**src/rtl/prog_loader.sv**
```systemverilog
`default_nettype none
// ============================================================================
// Module   : prog_loader
// Purpose  : Framed byte-stream program loader for the SAP-2 RAM write port.
//            Holds the CPU in reset until a checksum-verified frame commits.
// Revision : 1.0 - initial release
// ============================================================================
module prog_loader #(
    parameter int                    ADDR_WIDTH = 8,
    parameter int                    DATA_WIDTH = 8,
    parameter logic [DATA_WIDTH-1:0] SYNC_BYTE  = 8'hA5
) (
    input  logic                  clk,
    input  logic                  reset,
    input  logic [DATA_WIDTH-1:0] in_data,
    input  logic                  in_valid,
    output logic                  in_ready,
    output logic                  ram_we,
    output logic [ADDR_WIDTH-1:0] ram_addr,
    output logic [DATA_WIDTH-1:0] ram_wdata,
    output logic                  cpu_hold,
    output logic                  load_done,
    output logic                  load_err
);

    typedef enum logic [2:0] {
        ST_IDLE = 3'd0,
        ST_LEN  = 3'd1,
        ST_ADDR = 3'd2,
        ST_DATA = 3'd3,
        ST_CSUM = 3'd4,
        ST_DONE = 3'd5,
        ST_ERR  = 3'd6
    } state_t;

    state_t                state;
    logic [DATA_WIDTH-1:0] sum;
    logic [8:0]            remaining;
    logic [ADDR_WIDTH-1:0] ptr;

    logic                  accept;
    logic                  is_sync;
    logic [DATA_WIDTH-1:0] sum_next;

    assign accept   = in_valid && in_ready;
    assign is_sync  = (in_data == SYNC_BYTE);
    assign sum_next = sum + in_data;

    always_ff @(posedge clk) begin
        if (!reset) begin
            state     <= ST_IDLE;
            sum       <= '0;
            remaining <= '0;
            ptr       <= '0;
            in_ready  <= 1'b0;
            ram_we    <= 1'b0;
            ram_addr  <= '0;
            ram_wdata <= '0;
            cpu_hold  <= 1'b1;
            load_done <= 1'b0;
            load_err  <= 1'b0;
        end else begin
            in_ready <= 1'b1;
            ram_we   <= 1'b0;
            if (accept) begin
                case (state)
                    ST_IDLE: begin
                        if (is_sync) begin
                            sum       <= '0;
                            load_done <= 1'b0;
                            load_err  <= 1'b0;
                            state     <= ST_LEN;
                        end
                    end
                    ST_LEN: begin
                        // A zero length field encodes a full 256-byte payload
                        remaining <= (in_data == '0) ? 9'd256 : 9'(in_data);
                        sum       <= sum_next;
                        state     <= ST_ADDR;
                    end
                    ST_ADDR: begin
                        ptr   <= in_data[ADDR_WIDTH-1:0];
                        sum   <= sum_next;
                        state <= ST_DATA;
                    end
                    ST_DATA: begin
                        ram_we    <= 1'b1;
                        ram_addr  <= ptr;
                        ram_wdata <= in_data;
                        ptr       <= ptr + ADDR_WIDTH'(1);
                        sum       <= sum_next;
                        remaining <= remaining - 9'd1;
                        if (remaining == 9'd1) begin
                            state <= ST_CSUM;
                        end
                    end
                    ST_CSUM: begin
                        if (sum_next == '0) begin
                            load_done <= 1'b1;
                            cpu_hold  <= 1'b0;
                            state     <= ST_DONE;
                        end else begin
                            load_err <= 1'b1;
                            state    <= ST_ERR;
                        end
                    end
                    ST_DONE, ST_ERR: begin
                        // Only a fresh SYNC restarts; everything else is dropped
                        if (is_sync) begin
                            sum       <= '0;
                            cpu_hold  <= 1'b1;
                            load_done <= 1'b0;
                            load_err  <= 1'b0;
                            state     <= ST_LEN;
                        end
                    end
                    default: begin
                        state <= ST_IDLE;
                    end
                endcase
            end
        end
    end

endmodule
`default_nettype wire

```
**config.mk**
```make
export PLATFORM = sky130hd
export DESIGN_NAME = prog_loader
export DESIGN_NICKNAME = d
export VERILOG_FILES = /design/src/rtl/prog_loader.sv
export SDC_FILE = /design/constraint.sdc
export NUM_CORES = 1
export LEC_CHECK = 0
export ABC_AREA = 0
export CAP_MARGIN = 20
export CORE_MARGIN = 2
export CORE_UTILIZATION = 50
export DETAILED_ROUTE_END_ITERATION = 8
export GPL_TIMING_DRIVEN = 0
export PLACE_DENSITY = 0.78
export SLEW_MARGIN = 30
export SYNTH_ARGS = -nofsm -noshare
export SYNTH_HDL_FRONTEND = slang
export SYNTH_SLANG_ARGS = --single-unit
export TNS_END_PERCENT = 1
```
**constraint.sdc**
```tcl
create_clock -name clk -period 4.5 [get_ports clk]
set_input_delay 0.675 -clock clk [delete_from_list [all_inputs] [get_ports clk]]
set_output_delay 0.675 -clock clk [all_outputs]
set_load 0.02 [all_outputs]
```
Word-level counts from Yosys, hierarchy flattened. Index checks and enable logic that the tools add are counted.

$add $sub $neg: 3. Eq/ne operators: 13. Multiplexer cells: 19. Reductions and logical operators: 21.

Operators by type and width (count): $pmux W8 S2 (2); $pmux W9 S2 (1); $logic_not A8 Y1 (2); $pmux W3 S5 (1); $reduce_and A4 Y1 (3); $reduce_bool A2 Y1 (5); $eq A3 B3 Y1 const B (3); $eq A9 B1 Y1 const B (1); $mux W9 (1); $sub A9 B1 Y9 const B (1); $add A8 B1 Y8 const B (1); $add A8 B8 Y8 (1); $eq A8 B8 Y1 const B (1); $mux W8 (1); $ne A2 B2 Y1 const B (4); $reduce_and A2 Y1 (4); $mux W1 (7); $eq A3 B2 Y1 const B (2); $mux W3 (2); $pmux W1 S2 (3); $reduce_and A3 Y1 (2); $reduce_or A3 Y1 (2); $eq A3 B1 Y1 const B (1); $logic_not A3 Y1 (1); 4 further kinds (4).

Register bits: 49. Bits of input ports: 11. Output and inout port bits: 21. Word-level logic and storage cells: 67.

Depth between registers and ports, before layout. Gate-level depths: netlist (run 1).

Depth in word-level cells: 4. Mapped depth: 8. Gate-level depth less buffers: 7.

Least setup slack after synthesis (run 1). No wires, ideal clock.

Kind: input -> register. From: in in_data[0]. To: reg state[1]. Library setup time: 115 ps. Arrival time: 2560 ps. Data required time: 4385 ps. Setup slack: 1825 ps. Stages on the path: 7. Buffers on the path: 0. Cell sequence: ha_1 fa_1 a211o_1 a21oi_2 o221ai_2 or4_4 o21a_1.

Cells in the longest elaborated chain, start to end: 4. Elaborated cells on any way between the ends: 7. Classes of those cells: add/sub: 1; eq/ne: 2; mux: 2; reduce/logical: 2.

Ends and longest elaborated chain: start: declaration (RTL line 15) `input logic [DATA_WIDTH-1:0] in_data,`; $add A8 B8 Y8 (RTL line 47) `assign sum_next = sum + in_data;`; $logic_not A8 Y1 (RTL line 98) `if (sum_next == '0) begin`; $mux W2 (RTL line 98); $pmux W3 S5 (RTL line 66) `case (state)`; end signal: assignment (RTL line 51) `state <= ST_IDLE;`; end signal: assignment (RTL line 72) `state <= ST_LEN;`; end signal: assignment (RTL line 101) `state <= ST_DONE;`; end: declaration (RTL line 36) `state_t state;`.

Several ways; a longest one is shown, not always the timed one. A chain may end at the register's enable or synchronous reset.

Final worst setup path (run 1). Same ends and word-level chain as after synthesis.

==> results of run 1 <==
## routing by layer
metal | up-vias | track usage (%) | wire, um | share of wire, %
met4 | 0 | 6.316 | 138 | 2.0
met2 | 73 | 38.53 | 3209 | 46
met1 | 1249 | 32.58 | 3313 | 48
li1 | 1266 | - | - | -
met5 | - | 0 | 0 | 0
met3 | 12 | 4.138 | 313 | 4.5
## through the flow
step / cell area [um^2] / hold slack [ns] / setup slack, ns
final: 3238 / 0.4605 / 1.321
after global routing: 3238 / 0.4919 / 1.247
after CTS: 3233 / 0.4621 / 1.360
after detailed placement: 3139 / 0.4477 / 1.046
after global placement: 3139 / 0.4427 / 1.042
after floorplan: 2741 / 0.4538 / 1.825
## flip-flops by register name, indices dropped and copies added, names as in the netlist, 3 cells and up
name,count
remaining,9
ptr,8
ram_addr,8
ram_wdata,8
sum,8
state,3
## worst min-delay path by stage
stage	startpoint	end	slack [ns]
after floorplan	ptr[7]	ram_addr[7]	0.45
after global placement	ram_addr[1]	ram_addr[1]	0.44
after detailed placement	ram_wdata[4]	ram_wdata[4]	0.45
after CTS	ram_wdata[4]	ram_wdata[4]	0.46
after global routing	ram_wdata[4]	ram_wdata[4]	0.49
final	ram_wdata[4]	ram_wdata[4]	0.46
## placed cells by master, fill, tap and decap left out, drive strengths merged, types with 7 or more instances in the layout
| cell type | synthesis | layout |
|---|---|---|
| nand2 | 50 | 50 |
| dfxtp | 49 | 49 |
| clkdlybuf4s50 | 1 | 32 |
| a21boi | 22 | 22 |
| nor2b | 19 | 19 |
| o21ai | 18 | 18 |
| a22oi | 16 | 16 |
| a21oi | 15 | 15 |
| clkbuf | 10 | 15 |
| nor2 | 11 | 11 |
| ha | 10 | 10 |
| nand3 | 9 | 9 |
| o31ai | 7 | 7 |
| buf | 7 | 7 |
| nor3 | 7 | 7 |
## worst reg2reg max path, cell delays in order, from the launching register on
cell and delay [ns]:
dfxtp_1 0.33, ha_1 0.24, fa_1 0.41, a211o_1 0.31
a21oi_2 0.17, o221ai_2 0.13, or4_4 0.57, o21a_1 0.18
## final cells by class
type                       instances  area share [%]
tap                               70           2.705
sequential                        49           30.29
multi-input combinational        253           51.16
buffer                            18           2.782
clock buffer                       5           2.125
timing repair buffer              31           9.583
clock inverter                     3          0.7728
inverter                           5          0.5796
## power by group
part / leakage [nW] / internal [mW] / switching, mW / total (mW)
Combinational: 0.707 / 0.0250 / 0.0324 / 0.0575
Sequential: 0.395 / 0.434 / 0.000869 / 0.435
Clock: 0.0447 / 0.113 / 0.163 / 0.276
Total: 1.15 / 0.572 / 0.196 / 0.768
## kinds of logic (layout without fill, tap and decap cells)
family          Yosys count  count (layout)  share of synthesized area (%)
compound gates          108             108                          28.16
xor+xnor                  4               4                          1.278
flops                    49              49                          35.78
fa+ha+maj                11              11                          5.294
buf+inv                  23              62                          3.971
simple gates            130             130                          25.51
==> results.md, run 1 <==
* Register area at about 980 um^2
* Distinct cell type count after synthesis at about 60
* Worst path depth at 8
* Maximum vdd drop at 0.0001436 V
* Register area share after synthesis at 35.78%
* Setup repair after global routing missed its margin: false
* Remaining DRCs at 0
* Flop2flop setup slack at between 2 and 2.5 ns
* Share of layout cells above drive strength 1 at ~8.2%
* FF+latch count, synth at 49
* Fin crit share at 70.65%
* H-tree levels at 2
* Area grow syn2layout at 18.12%
* Worst r2r src: sum[0]
* Hold Buf Count CTS at 0
* Mapped Cells at around 330
* CP Class: primary input to register
* Final Core Density at 62.21%
* Top area cells in the synthesized netlist: dfxtp_1 (36%), nand2_1 (6.8%), ha_1 (4.6%), a22oi_1 (4.4%), nor2b_1 (4.3%)
* Antenna-violating nets left at 0
* Crit path buffers/inverters at 1
* Static Leak at between 1 and 1.5 nW
* Design Power at 0.7680 mW
* Hold Path Depth at 2
* CP peak stage delay at approximately 0.58 ns
* I/O Buffers at 31
* Critical path capture point type: register
* Asr flop ratio synth at 0%
* TritonCTS clock tree: yes
* # IOs at 32
* Root buffer cell: clkbuf_8
* First-pass GRT wire length at roughly 12 mm
* CTS Buffer Depth at 2
* Fin cells at about 430
* Cts bufs inserted at 5
* Outcome: finished, final reports clean
* Initial cell density of the core at between 50% and 60%
* Die footprint at between 0.006 and 0.007 mm^2
* Crit Reg-Reg Endpoint: state[1]
* Die width at between 70 and 80 um
* Max Clock Skew at 0.008295 ns
* Maximum fanout along the worst path at 6
* Mapped Area at 0.002741 mm^2
* Setup Viol. Count Final at 0
* Critical path launch point: in_data[0]
* Dpl cells at ~430
* Post-synth EDFFs at 0
* Min Tclk post-route at between 3 and 4 ns
* Crit path to: state[1]
* 1st-pass router iterations at 4
* Warnings from Yosys at 0
* Avg Cell Area, Syn at about 8.4 um^2
* Clock transition at path regs at ~0.10 ns
* R2R cell count at 7
* Area share of the largest cell type after synthesis at roughly 36%
* Max-Cap Viols at 0
* Multi-input logic area at approximately 0.0017 mm^2
* CP Data Required Time at 4.71 ns
* Vias at 2600
* # fillers at 474
* Core Region at 0.005205 mm^2
* DR iter-0 viols at between 300 and 400
* Max-slew violation count at 0
* Cell with the most instances after synthesis: nand2_1
* Total track usage at between 20% and 30%
* Highest achievable clock rate at 314.5 MHz
* Synth cell count leaders: nand2_1 (50), dfxtp_1 (49), nor2b_1 (19)
* Endpoints failing hold at 0
* Global route overflow at 0
* Slew HR at 51.71%
* Worst-Margin Slew at around 0.72 ns
* Nets at 385
* Setup_tns at 0 ns
* Post-CTS setup buffers at 0
* Clock latency on the worst-skew pair at ~0.31 ns
* HP Class: register to register
* Post-CTS sizing at 0
* Critical Path Start Type: primary input
* Site row count at 26
* Slowest stage cell, crit path: clkdlybuf4s50_1
* Area leader, netlist: dfxtp_1
* Total Wirelength at 6.974 mm
* RePlAce Congestion at 0.9100
* Pin count of the biggest net entering global routing at 18
* Antenna Cells at 0
* Top delay family on crit path: compound AO/OA/AOI/OAI gates
* CP arrival at between 3 and 4 ns
* Net Count, Synth at 347
* DP Wirelength at between 4 and 5 mm
* DR WL/cell at roughly 16 um
* Die height at ~80 um
* Sink Count at 49
* Top FF cell, synth: dfxtp_1
* PwrDens at approximately 240 mW/mm^2
* Crit-path cells: clkdlybuf4s50_1, ha_1, fa_1, a211o_1, a21oi_2, o221ai_2, or4_4, o21a_1
* Vias in the first global route at ~2500
* Initial antenna violation count at 0
* Vias per inst at ~6
Note: power is estimated with default switching activity, not from simulation.
==> run 2, diff against run 1 <==
--- a/config.mk
+++ b/config.mk
@@ -11,7 +11,7 @@
 export CORE_UTILIZATION = 50
 export DETAILED_ROUTE_END_ITERATION = 8
 export GPL_TIMING_DRIVEN = 0
-export PLACE_DENSITY = 0.78
+export PLACE_DENSITY = 0.81
 export SLEW_MARGIN = 30
 export SYNTH_ARGS = -nofsm -noshare
 export SYNTH_HDL_FRONTEND = slang
==> constraint.sdc (replaced) <==
create_clock -name clk -period 2.8 [get_ports clk]
set_input_delay 0.42 -clock clk [delete_from_list [all_inputs] [get_ports clk]]
set_output_delay 0.42 -clock clk [all_outputs]
set_load 0.02 [all_outputs]
==> run 2 against run 1 <==
  * Power is 82% higher
  * Critical path type unchanged
  * Highest routed layer unchanged
  * Setup slack worse by 1.2 ns
  * Sequential share of layout area is 0.39 points lower
  * Count of clock-buffer cells in the layout stayed put
  * Register-to-register slack worse by 1.7 ns
==> results.md, run 2 (same netlist as run 1, synthesis figures left out) <==
* Outcome: finished, final reports clean
* Sink Count at 49 (unchanged)
* Crit path buffers/inverters at 1 (unchanged)
* HP Class: register to register
* Flop2flop setup slack at 0.36 ns (-1.69 ns)
* Fin cells at 434 (unchanged)
* First-pass GRT wire length at 11.28 mm (-3.1%)
* CP peak stage delay at 0.62 ns (+0.04 ns)
* Total track usage at 23.01% (-0.67 points)
* Remaining DRCs at 0 (unchanged)
* Die height at 78.05 um (unchanged)
* Most flops, register: remaining
* Area grow syn2layout at 19.67%
* Max-slew violation count at 0 (unchanged)
* Clock latency on the worst-skew pair at 0.31 ns (about the same)
* Dpl ws at -0.4166 ns (-1.463 ns)
* RePlAce Congestion at 0.9097 (about the same)
* Initial cell density of the core at 52.67% (unchanged)
* Crit-path cells: clkdlybuf4s50_1, ha_1, nor2b_1, a221oi_1, o311ai_1, or4_4, o21a_1
* CTS Buffer Depth at 2 (unchanged)
* Hold_sp: ram_wdata[4]
* Vias in the first global route at 2438 (-0.93%)
* Site row count at 26 (unchanged)
* Clock transition at path regs at 0.10 ns (about the same)
* H-tree levels at 2 (unchanged)
* Hold Path Depth at 2 (unchanged)
* Nets at 385 (unchanged)
* Crit Reg-Reg Endpoint: state[1]
* Setup repair after global routing missed its margin: false
* Pin count of the biggest net entering global routing at 17 (-1)
* Max-Cap Viols at 0 (unchanged)
* Cts bufs inserted at 5 (unchanged)
* Slew HR at 51.06% (-0.66 points)
* # IOs at 32 (unchanged)
* Max Clock Skew at 0.01496 ns (+0.006660 ns)
* Highest achievable clock rate at around 370 MHz
* Antenna Cells at 0 (unchanged)
* CP Data Required Time at 3.01 ns (-1.70 ns)
* Initial antenna violation count at 0 (unchanged)
* Global route overflow at 0 (unchanged)
* Antenna-violating nets left at 0 (unchanged)
* PwrDens at 425.5 mW/mm^2 (+79%)
* DR iter-0 viols at 229 (-26%)
* DP Wirelength at 4.884 mm (-1.1%)
* Vias at 2604 (+0.15%)
* CP arrival at 2.91 ns (-0.48 ns)
* Die width at 78.05 um (unchanged)
* Worst-Margin Slew at 0.7341 ns (+0.009835 ns)
* Commonest non-fill, non-tap cell in the layout: nand2_1
* Core Region at 0.005205 mm^2 (unchanged)
* Root buffer cell: clkbuf_8
* Final Core Density at 63.03% (+0.82 points)
* Critical path capture point type: register
* TritonCTS clock tree: yes
* Total Wirelength at 6.749 mm (-3.2%)
* Share of layout cells above drive strength 1 at 8.242% (unchanged)
* CP Class: primary input to register
* Largest register FFs at 9 (unchanged)
* Setup Viol. Count Final at 0 (unchanged)
* Slack of the critical path at 0.1030 ns (-1.218 ns)
* Vias per inst at 6.000 (+0.15%)
* Endpoints failing hold at 0 (unchanged)
* Hold EP: ram_wdata[4]
* Maximum vdd drop at 0.0003007 V (+110%)
* Fin crit share at 96.32%
* Min Tclk post-route at 2.697 ns
* Post-CTS setup buffers at 0 (unchanged)
* Critical Path Start Type: primary input
* R2R cell count at 7 (unchanged)
* Die footprint at 0.006091 mm^2 (unchanged)
* DR WL/cell at 15.55 um (-3.2%)
* Worst r2r src: sum[0]
* I/O Buffers at 31 (unchanged)
* Dpl cells at 426 (unchanged)
* Top delay family on crit path: simple AND/OR/NAND/NOR gates
* Maximum fanout along the worst path at 6 (unchanged)
* 1st-pass router iterations at 5 (+1)
* Slowest stage cell, crit path: clkdlybuf4s50_1
* Most frequent cells in the layout: nand2_1 (50), dfxtp_1 (49), clkdlybuf4s50_1 (30)
* Static Leak at 1.172 nW (+2.2%)
## run 2: cell count changes in the layout (fill, tap and decap cells not counted), sizes merged
cell	change
bufinv	+2
clkdlybuf4s50	-1
clkinv	-1
clkinvlp	-1
dlygate4sd2	+1
## run 2: through the flow
stage               instance area, um^2  TNS, ns  hold slack, ns  power (mW)
global placement                   3139   -2.085          0.4400      0.8023
CTS                                3276        0          0.4653       1.401
finish                             3281        0          0.4618       1.396
floorplan                          2741        0          0.4477      0.7638
global route                       3281        0          0.4859       1.443
detailed placement                 3139   -2.297          0.4486      0.8045
## run 2: cell type report
| type | instances | area (um^2) |
|---|---|---|
| fill | 480 | 1924 |
| clock buffer | 5 | 68.82 |
| buffer | 18 | 90.09 |
| timing repair buffer | 31 | 309.0 |
| multi-input combinational | 253 | 1657 |
| clock inverter | 3 | 68.82 |
| tap | 70 | 87.58 |
| sequential | 49 | 980.9 |
| inverter | 5 | 18.77 |
## run 2: worst max-delay path by stage
stage	slack (ns)	start	cells after the start	endpoint
2_1_floorplan	0.38	in_data[0]	7	state[1]
4_1_cts	0.15	in_data[5]	7	state[1]
3_5_place_dp	-0.42	in_data[0]	8	state[1]
5_1_grt	0.07	in_data[1]	7	cpu_hold
3_3_place_gp	-0.39	in_data[0]	8	state[1]
6_report	0.10	in_data[5]	7	state[1]
## run 2: repair_timing
item,CTS,global route
endpoints found under the hold margin,0,0
resized for setup,1,0
hold buffers,0,0
endpoints found under the setup margin,6,0
## run 2: layer usage
| layer | part of all wire [%] | GRT usage (%) |
|---|---|---|
| met5 | 0 | 0 |
| met4 | 2.4 | 7.719 |
| met3 | 6.0 | 4.368 |
| met2 | 45 | 36.98 |
| met1 | 46 | 31.22 |
## run 2: worst min-delay path: cells and delay by family, from the launching register on
| family | cells | cell delay (ns) |
|---|---|---|
| AO/OA/AOI/OAI | 1 | 0.05 |
| flip-flops | 1 | 0.32 |
| AND/OR/NAND/NOR | 1 | 0.05 |
## run 2: power by group
part	switching, mW	internal (mW)
Sequential	0.00127	0.697
Combinational	0.0509	0.0398
Clock	0.247	0.360
Total	0.299	1.10
